==> src/rtl/keypad_pkg.sv <==
// Shared types and constants for the 4x4 keypad scanner: FSM states,
// row drive pattern, key code map and column priority helper.
package keypad_pkg;

  typedef enum logic [1:0] {
    SCAN,
    DEBOUNCE,
    HELD,
    RELEASE
  } state_e;

  localparam logic [3:0] ROW_RESET = 4'b1110;

  // Indexed by {row, col}; entry 0 is row0/col0.
  localparam logic [15:0][3:0] KEY_MAP = {
    4'hD, 4'hF, 4'h0, 4'hE,
    4'hC, 4'h9, 4'h8, 4'h7,
    4'hB, 4'h6, 4'h5, 4'h4,
    4'hA, 4'h3, 4'h2, 4'h1
  };

  function automatic logic [3:0] row_pattern(input logic [1:0] row);
    return ~(~ROW_RESET << row);
  endfunction

  function automatic logic [1:0] first_low(input logic [3:0] c);
    if (!c[0])      return 2'd0;
    else if (!c[1]) return 2'd1;
    else if (!c[2]) return 2'd2;
    else            return 2'd3;
  endfunction

endpackage

==> src/rtl/keypad_scanner_if.sv <==
// Keypad-side and display-side signals of the scanner, bundled for port lists.
interface keypad_scanner_if;
  logic [3:0] col;
  logic [3:0] r_sel;
  logic [3:0] key_code;
  logic       key_valid;
  logic [3:0] right;
  logic [3:0] left;

  modport master (input col, output r_sel, key_code, key_valid, right, left);
  modport slave  (output col, input r_sel, key_code, key_valid, right, left);
endinterface

==> src/rtl/keypad_col_sync.sv <==
// Two-flop synchronizer for the raw, pulled-up keypad columns.
module keypad_col_sync (
  input  logic       clk,
  input  logic       reset,
  input  logic [3:0] col_i,
  output logic [3:0] col_s_o
);

  logic [3:0] meta_q;
  logic [3:0] sync_q;

  // NOTE: asynchronous active-low reset; idle (released) columns read 1.
  always_ff @(posedge clk or negedge reset) begin
    if (!reset) begin
      meta_q <= '1;
      sync_q <= '1;
    end else begin
      meta_q <= col_i;
      sync_q <= meta_q;
    end
  end

  assign col_s_o = sync_q;

endmodule

==> src/rtl/keypad_scanner.sv <==
// 4x4 keypad scanner with debounce and a two-digit shift register.
// Define KEYPAD_REPEAT_EN to add auto-repeat while a key is held.
module keypad_scanner #(
  parameter int SCAN_DIV        = 4096,
  parameter int DEBOUNCE_CYCLES = 240000,
  parameter int REPEAT_CYCLES   = 12000000
) (
  input  logic              clk,
  input  logic              reset,
  keypad_scanner_if.master  kp
);
  import keypad_pkg::*;

`ifdef KEYPAD_REPEAT_EN
  localparam int CNT_MAX_SD = (SCAN_DIV > DEBOUNCE_CYCLES) ? SCAN_DIV : DEBOUNCE_CYCLES;
  localparam int CNT_MAX    = (CNT_MAX_SD > REPEAT_CYCLES) ? CNT_MAX_SD : REPEAT_CYCLES;
`else
  localparam int CNT_MAX    = (SCAN_DIV > DEBOUNCE_CYCLES) ? SCAN_DIV : DEBOUNCE_CYCLES;
`endif
  localparam int CNT_W = $clog2(CNT_MAX);

  localparam logic [CNT_W-1:0] SCAN_LAST = CNT_W'(SCAN_DIV - 1);
  localparam logic [CNT_W-1:0] DEB_LAST  = CNT_W'(DEBOUNCE_CYCLES - 1);
`ifdef KEYPAD_REPEAT_EN
  localparam logic [CNT_W-1:0] REP_LAST  = CNT_W'(REPEAT_CYCLES - 1);
`endif

  // The synchronizer delay has to fit inside one row dwell for a key to be seen.
  if (SCAN_DIV < 3 || DEBOUNCE_CYCLES < 1 || REPEAT_CYCLES < 1) begin : g_param_check
    $error("keypad_scanner: need SCAN_DIV >= 3, DEBOUNCE_CYCLES >= 1, REPEAT_CYCLES >= 1");
  end

  logic [3:0]       col_s;
  state_e           state_q, state_d;
  logic [1:0]       row_q, row_d;
  logic [1:0]       col_idx_q, col_idx_d;
  logic [CNT_W-1:0] cnt_q, cnt_d;
  logic [3:0]       r_sel_q, r_sel_d;
  logic [3:0]       key_code_q, key_code_d;
  logic             key_valid_q, key_valid_d;
  logic [3:0]       right_q, right_d;
  logic [3:0]       left_q, left_d;
  logic             locked_low;
  logic             accept;

  keypad_col_sync u_col_sync (
    .clk     (clk),
    .reset   (reset),
    .col_i   (kp.col),
    .col_s_o (col_s)
  );

  assign locked_low = ~col_s[col_idx_q];

  // NOTE: every always_comb output gets a default first, so no latch is inferred.
  always_comb begin
    state_d   = state_q;
    row_d     = row_q;
    col_idx_d = col_idx_q;
    cnt_d     = cnt_q;
    accept    = 1'b0;

    unique case (state_q)
      SCAN: begin
        if (cnt_q == SCAN_LAST) begin
          cnt_d = '0;
          if (col_s != 4'b1111) begin
            col_idx_d = first_low(col_s);
            state_d   = DEBOUNCE;
          end else begin
            row_d = row_q + 2'd1;
          end
        end else begin
          cnt_d = cnt_q + 1'b1;
        end
      end
      DEBOUNCE: begin
        if (!locked_low) begin
          state_d = SCAN;
          row_d   = row_q + 2'd1;
          cnt_d   = '0;
        end else if (cnt_q == DEB_LAST) begin
          accept  = 1'b1;
          state_d = HELD;
          cnt_d   = '0;
        end else begin
          cnt_d = cnt_q + 1'b1;
        end
      end
      HELD: begin
        if (!locked_low) begin
          state_d = RELEASE;
          cnt_d   = '0;
        end
`ifdef KEYPAD_REPEAT_EN
        else if (cnt_q == REP_LAST) begin
          accept = 1'b1;
          cnt_d  = '0;
        end else begin
          cnt_d = cnt_q + 1'b1;
        end
`endif
      end
      RELEASE: begin
        if (locked_low) begin
          state_d = HELD;
          cnt_d   = '0;
        end else if (cnt_q == DEB_LAST) begin
          state_d = SCAN;
          row_d   = row_q + 2'd1;
          cnt_d   = '0;
        end else begin
          cnt_d = cnt_q + 1'b1;
        end
      end
      default: state_d = SCAN;
    endcase

    r_sel_d     = row_pattern(row_d);
    key_valid_d = accept;
    key_code_d  = accept ? KEY_MAP[{row_q, col_idx_q}] : key_code_q;
    right_d     = accept ? KEY_MAP[{row_q, col_idx_q}] : right_q;
    left_d      = accept ? right_q : left_q;
  end

  // NOTE: state uses non-blocking assignments so all flops see pre-edge values.
  always_ff @(posedge clk or negedge reset) begin
    if (!reset) begin
      state_q     <= SCAN;
      row_q       <= '0;
      col_idx_q   <= '0;
      cnt_q       <= '0;
      r_sel_q     <= ROW_RESET;
      key_code_q  <= '0;
      key_valid_q <= 1'b0;
      right_q     <= '0;
      left_q      <= '0;
    end else begin
      state_q     <= state_d;
      row_q       <= row_d;
      col_idx_q   <= col_idx_d;
      cnt_q       <= cnt_d;
      r_sel_q     <= r_sel_d;
      key_code_q  <= key_code_d;
      key_valid_q <= key_valid_d;
      right_q     <= right_d;
      left_q      <= left_d;
    end
  end

  assign kp.r_sel     = r_sel_q;
  assign kp.key_code  = key_code_q;
  assign kp.key_valid = key_valid_q;
  assign kp.right     = right_q;
  assign kp.left      = left_q;

endmodule

==> src/flat_wrapper.sv <==
// flat-port wrapper written by rule: the top's interface ports become plain ports
module keypad_scanner_flat import keypad_pkg::*;
#(
  parameter int SCAN_DIV        = 4096,
  parameter int DEBOUNCE_CYCLES = 240000,
  parameter int REPEAT_CYCLES   = 12000000
)
  (clk, reset, kp_col, kp_r_sel, kp_key_code, kp_key_valid, kp_right, kp_left);
  keypad_scanner_if kp_i ();
  input  logic clk;
  input  logic reset;
  input wire logic [$bits(kp_i.col)-1:0] kp_col;
  output wire logic [$bits(kp_i.r_sel)-1:0] kp_r_sel;
  output wire logic [$bits(kp_i.key_code)-1:0] kp_key_code;
  output wire logic [$bits(kp_i.key_valid)-1:0] kp_key_valid;
  output wire logic [$bits(kp_i.right)-1:0] kp_right;
  output wire logic [$bits(kp_i.left)-1:0] kp_left;
  assign kp_i.col = kp_col;
  assign kp_r_sel = kp_i.r_sel;
  assign kp_key_code = kp_i.key_code;
  assign kp_key_valid = kp_i.key_valid;
  assign kp_right = kp_i.right;
  assign kp_left = kp_i.left;
  keypad_scanner #(.SCAN_DIV(SCAN_DIV), .DEBOUNCE_CYCLES(DEBOUNCE_CYCLES), .REPEAT_CYCLES(REPEAT_CYCLES)) u_core (.clk(clk), .reset(reset), .kp(kp_i));
endmodule
==> config.mk <==
export PLATFORM = sky130hd
export DESIGN_NAME = keypad_scanner_flat
export DESIGN_NICKNAME = d
export VERILOG_FILES = /design/src/rtl/keypad_pkg.sv /design/src/rtl/keypad_scanner_if.sv /design/src/rtl/keypad_col_sync.sv /design/src/rtl/keypad_scanner.sv /design/src/flat_wrapper.sv
export SDC_FILE = /design/constraint.sdc
export NUM_CORES = 1
export LEC_CHECK = 0
export ABC_AREA = 0
export ABC_CLOCK_PERIOD_IN_PS = 6800
export CORE_MARGIN = 8
export CORE_UTILIZATION = 50
export CTS_CLUSTER_DIAMETER = 80
export DETAILED_ROUTE_END_ITERATION = 6
export PLACE_DENSITY_LB_ADDON = 0.08
export SYNTH_ARGS = -nofsm -noshare
export SYNTH_HDL_FRONTEND = slang
export SYNTH_HIERARCHICAL = 1
export SYNTH_SLANG_ARGS = --single-unit
export TNS_END_PERCENT = 5
==> constraint.sdc <==
create_clock -name clk -period 6.8 [get_ports clk]
set_clock_uncertainty 0.2 [all_clocks]
set_input_delay 1.36 -clock clk [delete_from_list [all_inputs] [get_ports clk]]
set_output_delay 1.36 -clock clk [all_outputs]
set_load 0.03 [all_outputs]
# Word level (Yosys, flattened, before mapping)

Memory sizes are Yosys's and may differ from the RTL's. A register that Yosys moved wholly into a read port is not among the register bits.
Cells that the tools add are included.

Multiplexer cells: 28
$lt $le $gt $ge: 1
Bitwise gates (word level): 1
Equal/unequal tests: 11
Shift-type cells: 1
Reduce and logical (&&, ||, !) cells: 4
$add $sub $neg: 2
Multiply operators: 0
Divide/modulo/power cells: 0

Operators with widths:

| cell                  | count |
|---|---|
| $mux 18               | 5 |
| $pmux 18 s4           | 1 |
| $mux 2                | 14 |
| $add 18x1->18 const B | 1 |
| $eq 18x12->1 const B  | 1 |
| $eq 18x18->1 const B  | 1 |
| $pmux 2 s4            | 1 |
| $ne 2x1->1 const B    | 3 |
| $pmux 2 s3            | 1 |
| $mux 1                | 5 |
| $reduce_and 5->1      | 1 |
| $eq 2x2->1 const B    | 2 |
| $ne 4x4->1 const B    | 1 |
| $not 4->4             | 1 |
| $shl 1x2->4 const A   | 1 |
| $lt 2x3->1 const B    | 1 |
| $ne 3x1->1 const B    | 1 |
| $ne 3x3->1 const B    | 1 |
| $reduce_and 3->1      | 1 |
| $add 2x1->2 const B   | 1 |
| $bmux 1 s2            | 1 |
| $eq 2x1->1 const B    | 1 |
| $logic_not 2->1       | 1 |
| $logic_not 1->1       | 1 |

Latch bits: 0
Memories: 1
RAM bits: 0
Register bits: 41
Output and inout bits: 17
Bits of input ports: 6
Bits in read-only memories: 64

Memories:

| memory           | words | bits a word | read ports | clocked after memory_dff | wr ports | line                  | RTL |
|---|---|---|---|---|---|---|---|
| (name not given) | 16    | 4           | 1          | 1                        | 0        | keypad_scanner.sv:121 | `key_code_d = accept ? KEY_MAP[{row_q, col_idx_q}] : key_code_q;` |

# Depth between registers and ports, before layout

Gate-level depths: netlist (run 1).

Depth in word-level cells: 6
Depth in mapped cells: 8
Depth with buffers taken out: 6

# Modules after synthesis

The synthesis (run 1) kept the hierarchy.

By module, submodules not included:

| module          | cells each | instances | sequential area each (um2) | area an instance (um2) |
|---|---|---|---|---|
| keypad_scanner  | 204        | 1         | 929.6                      | 2,118.3 |
| keypad_col_sync | 8          | 1         | 210.2                      | 210.2 |

# Worst setup path before layout (run 1)

OpenSTA, ideal clock, no wires.

Path type: register -> output
Start: register u_core.right_q[0], in the netlist u_core/kp.right[0]
End: output kp_right[0]
Buffers on the path: 1
Arrival time: 0.730 ns
Slack: 4.510 ns
Cell stages (with the launch flop): 2
Data required time: 5.240 ns
Cell sequence: dfrtp_1 > buf_4

RTL lines:

| what        | line                 | RTL |
|---|---|---|
| from (decl) | keypad_scanner.sv:41 | `logic [3:0] right_q, right_d;` |
| to (decl)   | flat_wrapper.sv:16   | `output wire logic [$bits(kp_i.right)-1:0] kp_right;` |

No word-level cell between the ends.

# Worst setup path after layout (run 1)

Start: register u_core.r_sel_q[3], in the netlist u_core/kp.r_sel[3]
End: output kp_r_sel[3]

RTL lines:

| what                   | line                  | RTL |
|---|---|---|
| from (decl)            | keypad_scanner.sv:38  | `logic [3:0] r_sel_q, r_sel_d;` |
| from (signal assigned) | keypad_scanner.sv:143 | `r_sel_q <= r_sel_d;` |
| to (decl)              | flat_wrapper.sv:13    | `output wire logic [$bits(kp_i.r_sel)-1:0] kp_r_sel;` |

No word-level cell between the ends.

==> impl_metrics.tcl, run 1 <==
set metrics [dict create \
    run_status "finished, final reports clean" \
    layout_min_cycle_time_ns 3.04 \
    place.gp.congestion 0.892 \
    ir_worst_vdd_mv 0.101 \
    fin_cells 284 \
    layout_setup_ws_ns 3.76 \
    fmax_mhz 329 \
    synthMostInstantiatedCell "dfrtp_1" \
    power_frac_comb 0.022 \
    synthesis.nets 224 \
    drt_first_iter_violations 96 \
    grt_use_met2 0.230 \
    layout-drive-gt1-share 0.174 \
    synth.area.mux_share 0.0973 \
    grt_pass1_wl_mm 7.66 \
    cts-htree-levels 2 \
    use_met1 0.141 \
    cts_made_buffers 5 \
    routed_wl_mm 4.36 \
    internal_power_mw 0.382 \
    cts_buffer_depth 2 \
    synth-main-ff-cell "dfrtp_1" \
    cts_setup_buffers 0 \
    ys_seq_area_frac 0.490 \
    rsz0062_at_grt "false" \
    timing.rr.start "u_core/col_idx_q[0]$_DFFE_PN0P_" \
    p_sw_frac 0.199 \
    syn-cell-area_mm2 0.00233 \
    timing.setup.tns_ns 0 \
    seq_power_share 0.573 \
    power_density_mw_per_mm2 180 \
    critPathBufInv 1 \
    leakage_nw 1.15 \
    vias 1585 \
    pre_cts_slack_ns 4.08 \
    p_clk_frac 0.406 \
    area_delta_synth_final_pct 13.5 \
    grt_overflow_total 0 \
    post_drt_wl_per_cell_um 15.4 \
    drv_slew 0 \
    grt_pass1_vias 1634 \
    die_h_um 84.2 \
    grt_max_degree 46 \
    r2r_slack_ns 4.26 \
    drc 0 \
    core_mm2 0.00460 \
    netlist.area_leader.share 0.365 \
    portBuffers 22 \
    power.switching_mw 0.0951 \
    max_cap_viol_count 0 \
    arrival_ns 1.48 \
    hold-worst-slack_ns 0.155 \
    synth_top_family_by_area "simple AND/OR/NAND/NOR gates" \
    synth_cell_types 49 \
    cts_tree "yes" \
    grt.busiest_layer "met2" \
    io-pin-count 23 \
    synthTopCellsByArea "dfrtp_1 37%, dfstp_2 12%, nor2_1 4.5%" \
    die_width_um 84.2 \
    synth-xor-area-share 0.0639 \
    met3_usage 0.0397 \
    clock_sinks 45 \
    r2r_cells 5 \
    slew-limit-headroom 0.371 \
    cts_resized 0 \
    crit_path_max_fanout 1 \
    vias_per_cell 5.58 \
    antenna_found_initial 0 \
    finalCritPeriodShare 0.446 \
    antenna_cells 0 \
    synth_common_cells "34 x dfrtp_1, 28 x nor2_1, 11 x dfstp_2, 10 x inv_1, 10 x nand2_1" \
    yosys_warnings 6 \
    hold_viol_final 0 \
    clk_latency_ns 0.30 \
    r2r-end "u_core/cnt_q[16]$_DFFE_PN0P_" \
    crit_family "buffers and inverters" \
    start_kind "flip-flop" \
    cpMaxStageDelayCell "clkdlybuf4s50_1" \
    hpwl_mm 3.18 \
    die_area_mm2 0.00710 \
    slowest_delay_ns 0.66 \
    placedCellCount 277 \
    cp.required_ns 5.24 \
    min_from "u_core/u_col_sync/meta_q[2]$_DFF_PN1_" \
    fin_total_pwr_mw 0.477 \
    synth_fa_ha_area_frac 0.0322 \
    startpoint "u_core/kp.r_sel[3]$_DFF_PN1_" \
    finalSetupViolCount 0 \
    syn-mean-instance-area_um2 11.0 \
    synthSimpleGateAreaFrac 0.196 \
    cts_root_buf "clkbuf_8" \
    initial_utilization 0.506 \
    end_kind "output port" \
    async_flop_share 1.00 \
    synth_compound_area_frac 0.0742 \
    worst_slew_pin_slew_ns 0.943 \
    syn_inst 212 \
    fin_nets 242 \
    synth_top_area_cell "dfrtp_1" \
    antenna_left 0 \
    min_path_type "flip-flop to flip-flop" \
    grt_use_total 0.131 \
    synth_edf_count 0 \
    fillers 380 \
    cts_hold_buf 0 \
    ys_ff_latch 45 \
    path_clk_slew_ns 0.08 \
    crit_path_cell_trace "clkdlybuf4s50_1" \
    first_pass_iters 4 \
    rows 25 \
    hold_depth 0 \
    path_class "flip-flop to output port" \
    hold_end "u_core/u_col_sync/col_s_o[2]$_DFF_PN1_" \
]
[final cells by class]
| type | instances | area (um2) | area share |
|---|---|---|---|
| Sequential cell | 45 | 1140 | 0.431 |
| Multi-Input combinational cell | 146 | 1080 | 0.408 |
| Timing Repair Buffer | 22 | 215 | 0.0814 |
| Clock buffer | 5 | 68.8 | 0.0260 |
| Tap cell | 54 | 67.6 | 0.0256 |
| Inverter | 10 | 37.5 | 0.0142 |
| Clock inverter | 2 | 35.0 | 0.0133 |
[kinds of logic (layout without fill, tap and decap cells)]
logic type                 Yosys count  count (layout)
AOI/OAI and AO/OA                   21              21
xor gates and xnor gates            17              17
adders and majority gates            6               6
buffers and inverters               21              39
DFF                                 45              45
muxes                               19              19
and+or+nand+nor                     83              83
[worst max-delay path by stage]
stage | endpoint | slack (ns) | depth (start not counted)
2_1_floorplan | kp_right[0] | 4.51 | 1
3_3_place_gp | kp_r_sel[2] | 4.08 | 1
3_5_place_dp | kp_r_sel[3] | 4.08 | 1
4_1_cts | kp_r_sel[3] | 3.75 | 1
5_1_grt | kp_r_sel[3] | 3.71 | 1
6_report | kp_r_sel[3] | 3.76 | 1
[placed cells by master (no fill, tap or decap), types with 6 or more instances in the layout]
master           synthesis  layout
ha_1                     6       6
nor2_1                  28      28
mux2i_1                  8       8
nand2_1                 10      10
mux2_2                   9       9
dfstp_2                 11      11
o21ai_0                  6       6
xor2_1                   8       8
dfrtp_1                 34      34
clkdlybuf4s50_1          0      21
nand3_1                  6       6
xnor2_1                  9       9
inv_1                   10      10
[metal layers]
metal | routed length, um | part of all wire | vias to the layer above
met4 | 65 | 0.015 | 0
met5 | 0 | 0 | -
met3 | 165 | 0.038 | 7
li1 | - | - | 771
met1 | 1800 | 0.41 | 783
met2 | 2330 | 0.53 | 24
[state kept, by name, indices dropped and copies added, names as in the netlist, named ones only]
register / flops
u_core/kp.right: 4
u_core/u_col_sync/meta_q: 4
u_core/kp.left: 4
u_core/col_idx_q: 2
u_core/kp.key_valid: 1
u_core/u_col_sync/col_s_o: 4
u_core/row_q: 2
u_core/cnt_q: 18
u_core/state_q: 1
u_core/kp.r_sel: 4
[through the flow]
| step | instance area [um2] | utilization |
|---|---|---|
| finish | 2640 | 0.575 |
| global route | 2640 | 0.575 |
| CTS | 2640 | 0.575 |
| detailed placement | 2540 | 0.552 |
| global placement | 2540 | 0.552 |
| floorplan | 2330 | - |
[power groups by stage]
stage	clock network (mW)	logic [mW]	registers [mW]
after floorplan	0	0.00320	0.278
final	0.193	0.0103	0.273
after CTS	0.199	0.0109	0.273
after global placement	0	0.0105	0.278
after detailed placement	0	0.0110	0.278
after global routing	0.213	0.0122	0.273
Note: power is estimated with default switching activity, not from simulation.
==> run 2: changes to the inputs <==
Settings changed: ABC_CLOCK_PERIOD_IN_PS 6800 to 2530.
Clock period 6.8 ns to 2.53 ns, I/O delays scaled along.
==> run 2 against run 1 <==
Compared with the run above: routed wire length is 3.5% higher; utilization is 1.1 points higher; power grew to 2.7 times the previous value; sequential share of layout area is 0.80 points lower; sequential cell count stayed put; hold slack worse by 0.076 ns; first-iteration DRC count is 50% lower; clock power grew to 2.8 times the previous value; sequential power grew to 2.7 times the previous value; final area is 1.9% higher; largest power group unchanged.
==> impl_metrics.tcl, run 2 (same netlist as run 1, synthesis figures left out) <==
set metrics [dict create \
    run_status "finished, final reports clean" \
    start_kind "flip-flop" \
    drc 0 \
    finalCritPeriodShare 0.933 \
    fmax_mhz 424 \
    grt_use_total 0.137 \
    rows 25 \
    path_class "flip-flop to flip-flop" \
    r2r_cells 5 \
    final_cell_area_mm2 0.00269 \
    drv_slew 0 \
    antenna_cells 0 \
    r2r-end "u_core/cnt_q[17]$_DFFE_PN0P_" \
    power_density_mw_per_mm2 484 \
    die_area_mm2 0.00710 \
    post_drt_wl_per_cell_um 15.6 \
    crit_path_max_fanout 17 \
    vias_per_cell 5.58 \
    clk_latency_ns 0.29 \
    pre_cts_slack_ns 0.0893 \
    io-pin-count 23 \
    layout_min_cycle_time_ns 2.36 \
    cpMaxStageDelayCell "mux4_2" \
    power_frac_comb 0.023 \
    crit_path_cell_trace "mux4_2 -> o2111ai_2 -> nor4_1 -> xnor2_1 -> nor2_1" \
    r2r_slack_ns 0.17 \
    hpwl_mm 3.28 \
    cts_hold_buf 0 \
    finish.utilization 0.586 \
    clock_sinks 45 \
    cts_root_buf "clkbuf_8" \
    final_common_cell "dfrtp_1" \
    fin_nets 246 \
    vias 1614 \
    fin_cells 289 \
    path_clk_slew_ns 0.09 \
    cts_made_buffers 5 \
    end_kind "flip-flop" \
    layout_setup_ws_ns 0.169 \
    hold_viol_final 0 \
    timing.rr.start "u_core/col_idx_q[0]$_DFFE_PN0P_" \
    initial_utilization 0.506 \
    die_h_um 84.2 \
    place_area_mm2 0.00256 \
    grt_pass1_vias 1693 \
    layout_common_cells "34 x dfrtp_1, 28 x nor2_1, 21 x clkdlybuf4s50_1, 11 x dfstp_2" \
    cts_buffer_depth 2 \
    routed_wl_mm 4.51 \
    core_mm2 0.00460 \
    layout-drive-gt1-share 0.187 \
    cts-htree-levels 2 \
    place.gp.congestion 0.861 \
    worst_slew_pin_slew_ns 0.562 \
    p_sw_frac 0.204 \
    max_cap_viol_count 0 \
    arrival_ns 2.34 \
    internal_power_mw 1.04 \
    cts_tree "yes" \
    antenna_left 0 \
    timing.setup.tns_ns 0 \
    grt_overflow_total 0 \
    grt_pass1_wl_mm 8.01 \
    min_path_type "primary input to async pin" \
    critPathBufInv 0 \
    first_pass_iters 4 \
    slowest_delay_ns 0.72 \
    placedCellCount 280 \
    p_clk_frac 0.413 \
    fin_total_pwr_mw 1.30 \
    grt_max_degree 46 \
    leakage_nw 1.17 \
    crit_family "multiplexers" \
    drt_first_iter_violations 48 \
    area_delta_synth_final_pct 15.6 \
    regMostFlops "u_core/cnt_q" \
    hold-worst-slack_ns 0.0797 \
    die_width_um 84.2 \
    slew-limit-headroom 0.625 \
    cp.required_ns 2.51 \
    finalSetupViolCount 0 \
    power.switching_mw 0.266 \
    rsz0062_at_grt "false" \
    antenna_found_initial 0 \
    portBuffers 22 \
    largest_register_ffs 18 \
    seq_power_share 0.564 \
    ir_worst_vdd_mv 0.235 \
]
[run 2: cell count changes in the layout (fill, tap and decap cells not counted), sizes merged]
cell / change
clkbuf: +1
buf: +4
[run 2: cell type report]
type,instances,area [um2]
clock buffers,6,72.6
repair buffers,26,258
clock inverters,2,38.8
inverters,10,37.5
multi-input cells,146,1080
well taps,54,67.6
fillers,408,1910
flip-flops and latches,45,1140
[run 2: power groups by stage]
stage | Combinational (mW) | Sequential, mW | Clock, mW
6_report | 0.0296 | 0.734 | 0.538
5_1_grt | 0.0344 | 0.735 | 0.585
4_1_cts | 0.0311 | 0.735 | 0.555
3_5_place_dp | 0.0311 | 0.748 | 0
3_3_place_gp | 0.0294 | 0.747 | 0
2_1_floorplan | 0.00860 | 0.747 | 0
[run 2: repair_timing]
| action | in CTS | in global routing |
|---|---|---|
| gates resized for setup | 0 | 0 |
| setup buffers | 0 | 1 |
| setup endpoints to repair | 0 | 8 |
[run 2: worst max-delay path by stage]
stage	endpoint	startpoint	slack (ns)	depth (start not counted)
2_1_floorplan	u_core/kp.left[0]$_DFFE_PN0P_	u_core/cnt_q[0]$_DFFE_PN0P_	0.29	6
5_1_grt	u_core/cnt_q[15]$_DFFE_PN0P_	u_core/col_idx_q[0]$_DFFE_PN0P_	0.01	5
3_5_place_dp	u_core/kp.right[1]$_DFFE_PN0P_	u_core/cnt_q[0]$_DFFE_PN0P_	0.09	6
6_report	u_core/cnt_q[17]$_DFFE_PN0P_	u_core/col_idx_q[0]$_DFFE_PN0P_	0.17	5
4_1_cts	u_core/kp.right[2]$_DFFE_PN0P_	u_core/cnt_q[0]$_DFFE_PN0P_	0.06	6
3_3_place_gp	u_core/kp.right[3]$_DFFE_PN0P_	u_core/cnt_q[0]$_DFFE_PN0P_	0.16	6
[run 2: per-layer routing]
metal  GRT usage  vias to the layer above  share of wire  wire (um)
met5           0                        -              0          0
met4      0.0534                        0          0.018         83
met3      0.0445                        6          0.044        197
met2       0.245                       29           0.53       2410
met1       0.144                      799           0.40       1820
li1            -                      780              -          -
